[src/rtl/cpu_trace_buffer.sv]
// -----------------------------------------------------------------------------
// cpu_trace_buffer
//
// Trace capture unit for the single-cycle CPU. Per-instruction commit records
// (PC, instruction, ALU result, memory data, zero flag) are written into a
// circular buffer while armed. Capture stops on a programmable trigger (after
// an optional number of post-trigger records). The captured history is then
// streamed out oldest-first over a valid/ready port.
//
// Ports
//   clk, startin          clock (rising edge) and synchronous active-high reset
//   arm                   1-cycle pulse: start a new capture (aborts any other)
//   mode                  00 fill, 01 PC match, 10 zero flag, 11 same as 00
//   trig_pc               PC compare value for PC-match mode
//   post_count            records kept after the trigger record
//   cap_valid, *_in       commit record from the CPU
//   rd_valid, rd_ready    readout handshake
//   rd_pc .. rd_zero      readout entry (all zero while rd_valid=0)
//   rd_last               current readout entry is the final one
//   state                 0 IDLE, 1 ARMED, 2 POST, 3 DONE
//   triggered             trigger seen in this capture
//   count                 entries held (0..DEPTH)
// -----------------------------------------------------------------------------
module cpu_trace_buffer #(
  parameter int DATA_W = 32,
  parameter int DEPTH  = 8,
  localparam int PTR_W = $clog2(DEPTH),
  localparam int CNT_W = $clog2(DEPTH + 1)
) (
  input  logic              clk,
  input  logic              startin,
  input  logic              arm,
  input  logic [1:0]        mode,
  input  logic [DATA_W-1:0] trig_pc,
  input  logic [PTR_W-1:0]  post_count,
  input  logic              cap_valid,
  input  logic [DATA_W-1:0] pc_in,
  input  logic [DATA_W-1:0] instr_in,
  input  logic [DATA_W-1:0] alu_in,
  input  logic [DATA_W-1:0] mem_in,
  input  logic              zero_in,
  output logic              rd_valid,
  input  logic              rd_ready,
  output logic [DATA_W-1:0] rd_pc,
  output logic [DATA_W-1:0] rd_instr,
  output logic [DATA_W-1:0] rd_alu,
  output logic [DATA_W-1:0] rd_mem,
  output logic              rd_zero,
  output logic              rd_last,
  output logic [1:0]        state,
  output logic              triggered,
  output logic [CNT_W-1:0]  count
);

  typedef enum logic [1:0] {
    S_IDLE  = 2'd0,
    S_ARMED = 2'd1,
    S_POST  = 2'd2,
    S_DONE  = 2'd3
  } state_t;

  typedef struct packed {
    logic [DATA_W-1:0] pc;
    logic [DATA_W-1:0] instr;
    logic [DATA_W-1:0] alu;
    logic [DATA_W-1:0] mem;
    logic              zero;
  } entry_t;

  entry_t mem_q [DEPTH];

  state_t             state_q, state_d;
  logic [PTR_W-1:0]   wptr_q, rptr_q, remaining_q;
  logic [CNT_W-1:0]   count_q, rd_left_q;
  logic               triggered_q, rd_valid_q;
  logic [1:0]         mode_q;
  logic [DATA_W-1:0]  trig_pc_q;
  logic [PTR_W-1:0]   post_q;

  logic               wr_en, trig_hit, rd_xfer, done_entry, fill_mode;
  logic [PTR_W-1:0]   wptr_nx;
  logic [CNT_W-1:0]   count_nx;
  entry_t             rd_entry;

  // Values after the current write; the pointer wraps naturally because
  // DEPTH is a power of two.
  assign wptr_nx   = wptr_q + PTR_W'(1);
  assign count_nx  = (count_q == CNT_W'(DEPTH)) ? count_q : count_q + CNT_W'(1);
  assign fill_mode = (mode_q == 2'b00) || (mode_q == 2'b11);
  assign rd_xfer   = rd_valid_q & rd_ready;

  // NOTE: every signal written here gets a default first, so no path through
  // the block leaves one unassigned and no latch is inferred.
  always_comb begin
    state_d  = state_q;
    wr_en    = 1'b0;
    trig_hit = 1'b0;
    unique case (state_q)
      S_IDLE: ;
      S_ARMED: begin
        if (cap_valid) begin
          wr_en = 1'b1;
          unique case (mode_q)
            2'b01:   trig_hit = (pc_in == trig_pc_q);
            2'b10:   trig_hit = zero_in;
            default: trig_hit = (count_q == CNT_W'(DEPTH - 1));
          endcase
          if (trig_hit) begin
            // Fill mode never keeps post-trigger records.
            state_d = (fill_mode || post_q == '0) ? S_DONE : S_POST;
          end
        end
      end
      S_POST: begin
        if (cap_valid) begin
          wr_en = 1'b1;
          if (remaining_q == PTR_W'(1)) state_d = S_DONE;
        end
      end
      S_DONE: begin
        if (rd_xfer && rd_left_q == CNT_W'(1)) state_d = S_IDLE;
      end
      default: state_d = S_IDLE;
    endcase
    // arm overrides everything, including a record presented in the same cycle.
    if (arm) begin
      state_d  = S_ARMED;
      wr_en    = 1'b0;
      trig_hit = 1'b0;
    end
  end

  assign done_entry = (state_d == S_DONE) && (state_q != S_DONE);

  always_ff @(posedge clk) begin
    if (startin) state_q <= S_IDLE;
    else         state_q <= state_d;
  end

  // NOTE: state updates use non-blocking assignments so every register in
  // this block sees the pre-edge values of the others.
  always_ff @(posedge clk) begin
    if (startin) begin
      wptr_q      <= '0;
      rptr_q      <= '0;
      count_q     <= '0;
      rd_left_q   <= '0;
      remaining_q <= '0;
      triggered_q <= 1'b0;
      rd_valid_q  <= 1'b0;
      mode_q      <= 2'b00;
      trig_pc_q   <= '0;
      post_q      <= '0;
    end else if (arm) begin
      wptr_q      <= '0;
      count_q     <= '0;
      rd_left_q   <= '0;
      triggered_q <= 1'b0;
      rd_valid_q  <= 1'b0;
      mode_q      <= mode;
      trig_pc_q   <= trig_pc;
      post_q      <= post_count;
    end else begin
      if (wr_en) begin
        wptr_q  <= wptr_nx;
        count_q <= count_nx;
      end
      if (trig_hit) begin
        triggered_q <= 1'b1;
        remaining_q <= post_q;
      end else if (state_q == S_POST && wr_en) begin
        remaining_q <= remaining_q - PTR_W'(1);
      end
      // Oldest entry is slot 0 until the buffer has wrapped, then the slot
      // about to be overwritten next.
      if (done_entry) begin
        rptr_q    <= (count_nx < CNT_W'(DEPTH)) ? '0 : wptr_nx;
        rd_left_q <= count_nx;
      end
      if (state_q == S_DONE) begin
        if (!rd_valid_q && rd_left_q != '0) begin
          rd_valid_q <= 1'b1;
        end else if (rd_xfer) begin
          rptr_q    <= rptr_q + PTR_W'(1);
          rd_left_q <= rd_left_q - CNT_W'(1);
          if (rd_left_q == CNT_W'(1)) rd_valid_q <= 1'b0;
        end
      end
    end
  end

  // NOTE: the trace RAM is deliberately not reset; only valid-tracking state
  // is, and outputs are masked while rd_valid is low.
  always_ff @(posedge clk) begin
    if (wr_en && !startin) begin
      mem_q[wptr_q] <= '{pc: pc_in, instr: instr_in, alu: alu_in,
                         mem: mem_in, zero: zero_in};
    end
  end

  assign rd_entry  = mem_q[rptr_q];
  assign rd_valid  = rd_valid_q;
  assign rd_pc     = rd_valid_q ? rd_entry.pc    : '0;
  assign rd_instr  = rd_valid_q ? rd_entry.instr : '0;
  assign rd_alu    = rd_valid_q ? rd_entry.alu   : '0;
  assign rd_mem    = rd_valid_q ? rd_entry.mem   : '0;
  assign rd_zero   = rd_valid_q & rd_entry.zero;
  assign rd_last   = rd_valid_q && (rd_left_q == CNT_W'(1));
  assign state     = state_q;
  assign triggered = triggered_q;
  assign count     = count_q;

endmodule
[config.mk]
export PLATFORM = sky130hd
export DESIGN_NAME = cpu_trace_buffer
export DESIGN_NICKNAME = d
export VERILOG_FILES = /design/src/rtl/cpu_trace_buffer.sv
export SDC_FILE = /design/constraint.sdc
export NUM_CORES = 1
export LEC_CHECK = 0
export CAP_MARGIN = 10
export CORE_MARGIN = 1
export CORE_UTILIZATION = 30
export DETAILED_ROUTE_END_ITERATION = 8
export GPL_TIMING_DRIVEN = 0
export SYNTH_ARGS = -nofsm -noshare
export SYNTH_HDL_FRONTEND = slang
export SYNTH_SLANG_ARGS = --single-unit
[constraint.sdc]
create_clock -name clk -period 32.9 [get_ports clk]
set_clock_uncertainty 0.05 [all_clocks]
set_input_delay 8.225 -clock clk [delete_from_list [all_inputs] [get_ports clk]]
set_output_delay 8.225 -clock clk [all_outputs]
set_load 0.005 [all_outputs]
==> flow_summary.ini <==
[outcome]
status = completed

[power_and_ir_drop]
pwr-share-comb = 0.041
power_switching_w = 0.0006223
pwr-share-seq = 0.529
vdd_ir_drop_max_uv = 39.48
power_per_cell_area_nw_per_um2 = 54.70
internal_power_w = 0.002270
p_leak_nw = 16.12
p_clk_frac = 0.430
switching_share = 0.2151

[route]
dr_wl_met2_um = 52320
highest_layer = met5
num_vias = 20842
drtPass1Iterations = 5
routed_wl_um = 109000
route.detailed.drc = 0
via_per_inst = 4.655
drt-met1-wl_um = 46920
ant_nets = 0
avgRoutedWirePerCell_um = 24.34
drt_iter0_drc = 1514
wl_met3_um = 7943

[floorplanning]
die_width_um = 378.3
fp-row-count = 137
fp.coreArea_um2 = 140000
die_h_um = 378.3
die_area_um2 = 143100
initial_utilization = 0.3033
ios = 309

[place]
routabilityCongestion = 0.8082
dpl.hpwl_um = 71790
port_buffers = 308
pre_cts_ws_ns = 20.81

[critical_path]
critPathLaunchType = register
crit_buf_inv = 4
crit_fanout = 10
path_cells = clkbuf_1 -> clkbuf_1 -> clkbuf_1 -> mux4_2 -> mux2i_1 -> nor2b_1 -> clkdlybuf4s50_1
path_delay_family = buffers and inverters
required_ns = 24.62
crit_top_cell = clkbuf_1
crit_type = register to output port
crit_slowest_cell = clkbuf_1
crit_path_max_incr_delay_ns = 0.80
critPathCaptureType = output port
crit_arrival_ns = 4.39

[clocking]
cts_made_buffers = 117
cts_tree = yes
hold_buffers = 0
clock-root-buffer = clkbuf_16
clk_path_buf_depth = 3
cts-htree-levels = 3
cts_setup_buffers = 0
cts_sinks = 1093
clkTransAtPathRegs_ns = 0.06
cts_resized = 0
worstSkewPairLatency_ns = 0.75

[logic_synthesis]
syn_area_um2 = 42480
yosysWarnings = 0
syn_area_per_cell_um2 = 21.29
synthFlopType = edfxtp_1
yosysSeqAreaShare = 0.7583
synth_cell_types = 54
syn-num-nets = 2181
ys_ff_latch = 1093
async_flop_share = 0
synth_cells = 1995
synth-edff-count = 1032

[grt]
grt_pass1_vias = 21686
antenna_found_initial = 24
grt_start_max_net_pins = 25
grt_pass1_wl_um = 154800
gr-total-overflow = 0
grtUsageTotal = 0.1523

[sta]
rsz0062_at_grt = false
relSlewSlack = 0.2677
setup-tns-final_ns = 0
finalCriticalPeriod_ns = 12.67
finalMaxSlewViolations = 0
worst_pin_slew_ns = 1.098
timing.fmax_ghz = 0.07893
setup_slack_ns = 20.23
finalSetupViolCount = 0
hold_violations = 0
period_share = 0.3851

[min_path]
hp-class = register to register

[job]
drv_cap = 0

[cells_and_area]
layout.nets = 2685
areaGrowthSynthToFinish_pct = 24.48
num-fill-cells = 12820
drive_above_1_share = 0.2106
stage by stage:
step	util	hold slack, ns	instance area [um2]	power [W]	std cells
after floorplan	-	0.4105	42480	0.001614	1995
after global placement	0.3421	0.4449	47910	0.001678	4179
after detailed placement	0.3513	0.4570	49190	0.001679	4254
after CTS	0.3773	0.4719	52840	0.002931	4471
after global routing	0.3775	0.4994	52870	0.002988	4474
final	0.3776	0.4700	52880	0.002892	4477
placed cells by master, fill, tap and decap left out, drive strengths merged, types with 5 or more instances in the layout:
cell,n
edfxtp,1032
nand4,5
a31oi,5
nand3,10
buf,121
mux2i,169
nor2b,130
nand2,19
mux4,258
nor3,10
xnor2,24
dfxtp,61
a21oi,10
a211oi,5
nor2,57
ha,15
o21ai,8
clkdlybuf4s50,308
clkinvlp,5
xor2,12
clkinv,52
inv,26
clkbuf,207
cell type report:
| cell class | instances | area (um2) | area share |
|---|---|---|---|
| multi-input combinational | 783 | 9849 | 0.1863 |
| clock inverter | 69 | 516.7 | 0.009773 |
| buffer | 103 | 420.4 | 0.007951 |
| sequential | 1093 | 32210 | 0.6092 |
| inverter | 16 | 60.06 | 0.001136 |
| timing repair buffer | 385 | 4335 | 0.08199 |
| clock buffer | 148 | 3126 | 0.05911 |
| antenna | 4 | 10.01 | 0.0001893 |
| tap | 1876 | 2347 | 0.04439 |
cells in the mapped netlist (12+ instances only):
library cell,instances,area share
edfxtp_1,1032,0.73
mux4_2,258,0.14
mux2i_1,169,0.040
nor2b_1,130,0.019
dfxtp_1,61,0.029
clkbuf_1,59,0.0052
nor2_1,57,0.0050
xnor2_1,24,0.0049
buf_1,23,0.0020
buf_2,21,0.0025
nand2_1,18,0.0016
inv_1,16,0.0014
ha_1,15,0.0044
xor2_1,12,0.0025
state kept, by name, summed over array words and instances, names as in the netlist, 3 cells and up, named ones only:
name	flops
count	4
mem_q	1032
post_q	3
rd_left_q	4
remaining_q	3
rptr_q	3
trig_pc_q	32
wptr_q	3
worst register-to-register path, stage by stage (launching register included):
cell      delay, ns
dfxtp_1        0.46
inv_1          0.13
ha_1           0.31
nand2_1        0.23
nor2_1         0.40
nand3b_1       0.38
nor3_2         0.69
buf_6          0.25
buf_6          0.16
buf_6          0.18
buf_8          0.17
buf_6          0.18
buf_6          0.17
path summary, 6_finish.rpt:
kind                            depth (start not counted)          start            end  slack (ns)
worst max register to register                         12       state[1]    mem_q[1][7]       28.81
worst min register to register                          2  trig_pc_q[18]  trig_pc_q[18]        0.47
worst max-delay path                                    7       register     rd_mem[19]       20.23
worst min-delay path                                    2  trig_pc_q[18]  trig_pc_q[18]        0.47
per-layer routing:
layer,vias to the layer above,global-route usage
met5,-,0
li1,9202,-
met1,10893,0.1996
met2,568,0.2464
met3,143,0.04546
met4,36,0.03812
cell families after synthesis:
logic type	synth area share
AND/OR/NAND/NOR	0.03334
multiplexers	0.1766
XOR/XNOR	0.007423
flip-flops	0.7583
adder cells (fa/ha/maj)	0.004418
AO/OA/AOI/OAI	0.008778
buffers and inverters	0.01113
power by group through the flow:
| stage | clock, W | combinational [W] | sequential, W |
|---|---|---|---|
| after detailed placement | 0 | 0.000119 | 0.00156 |
| after global routing | 0.00133 | 0.000126 | 0.00153 |
| after CTS | 0.00128 | 0.000120 | 0.00153 |
| after floorplan | 0 | 0.0000537 | 0.00156 |
| final | 0.00124 | 0.000117 | 0.00153 |
| after global placement | 0 | 0.000117 | 0.00156 |
(Power assumes the default switching activity.)
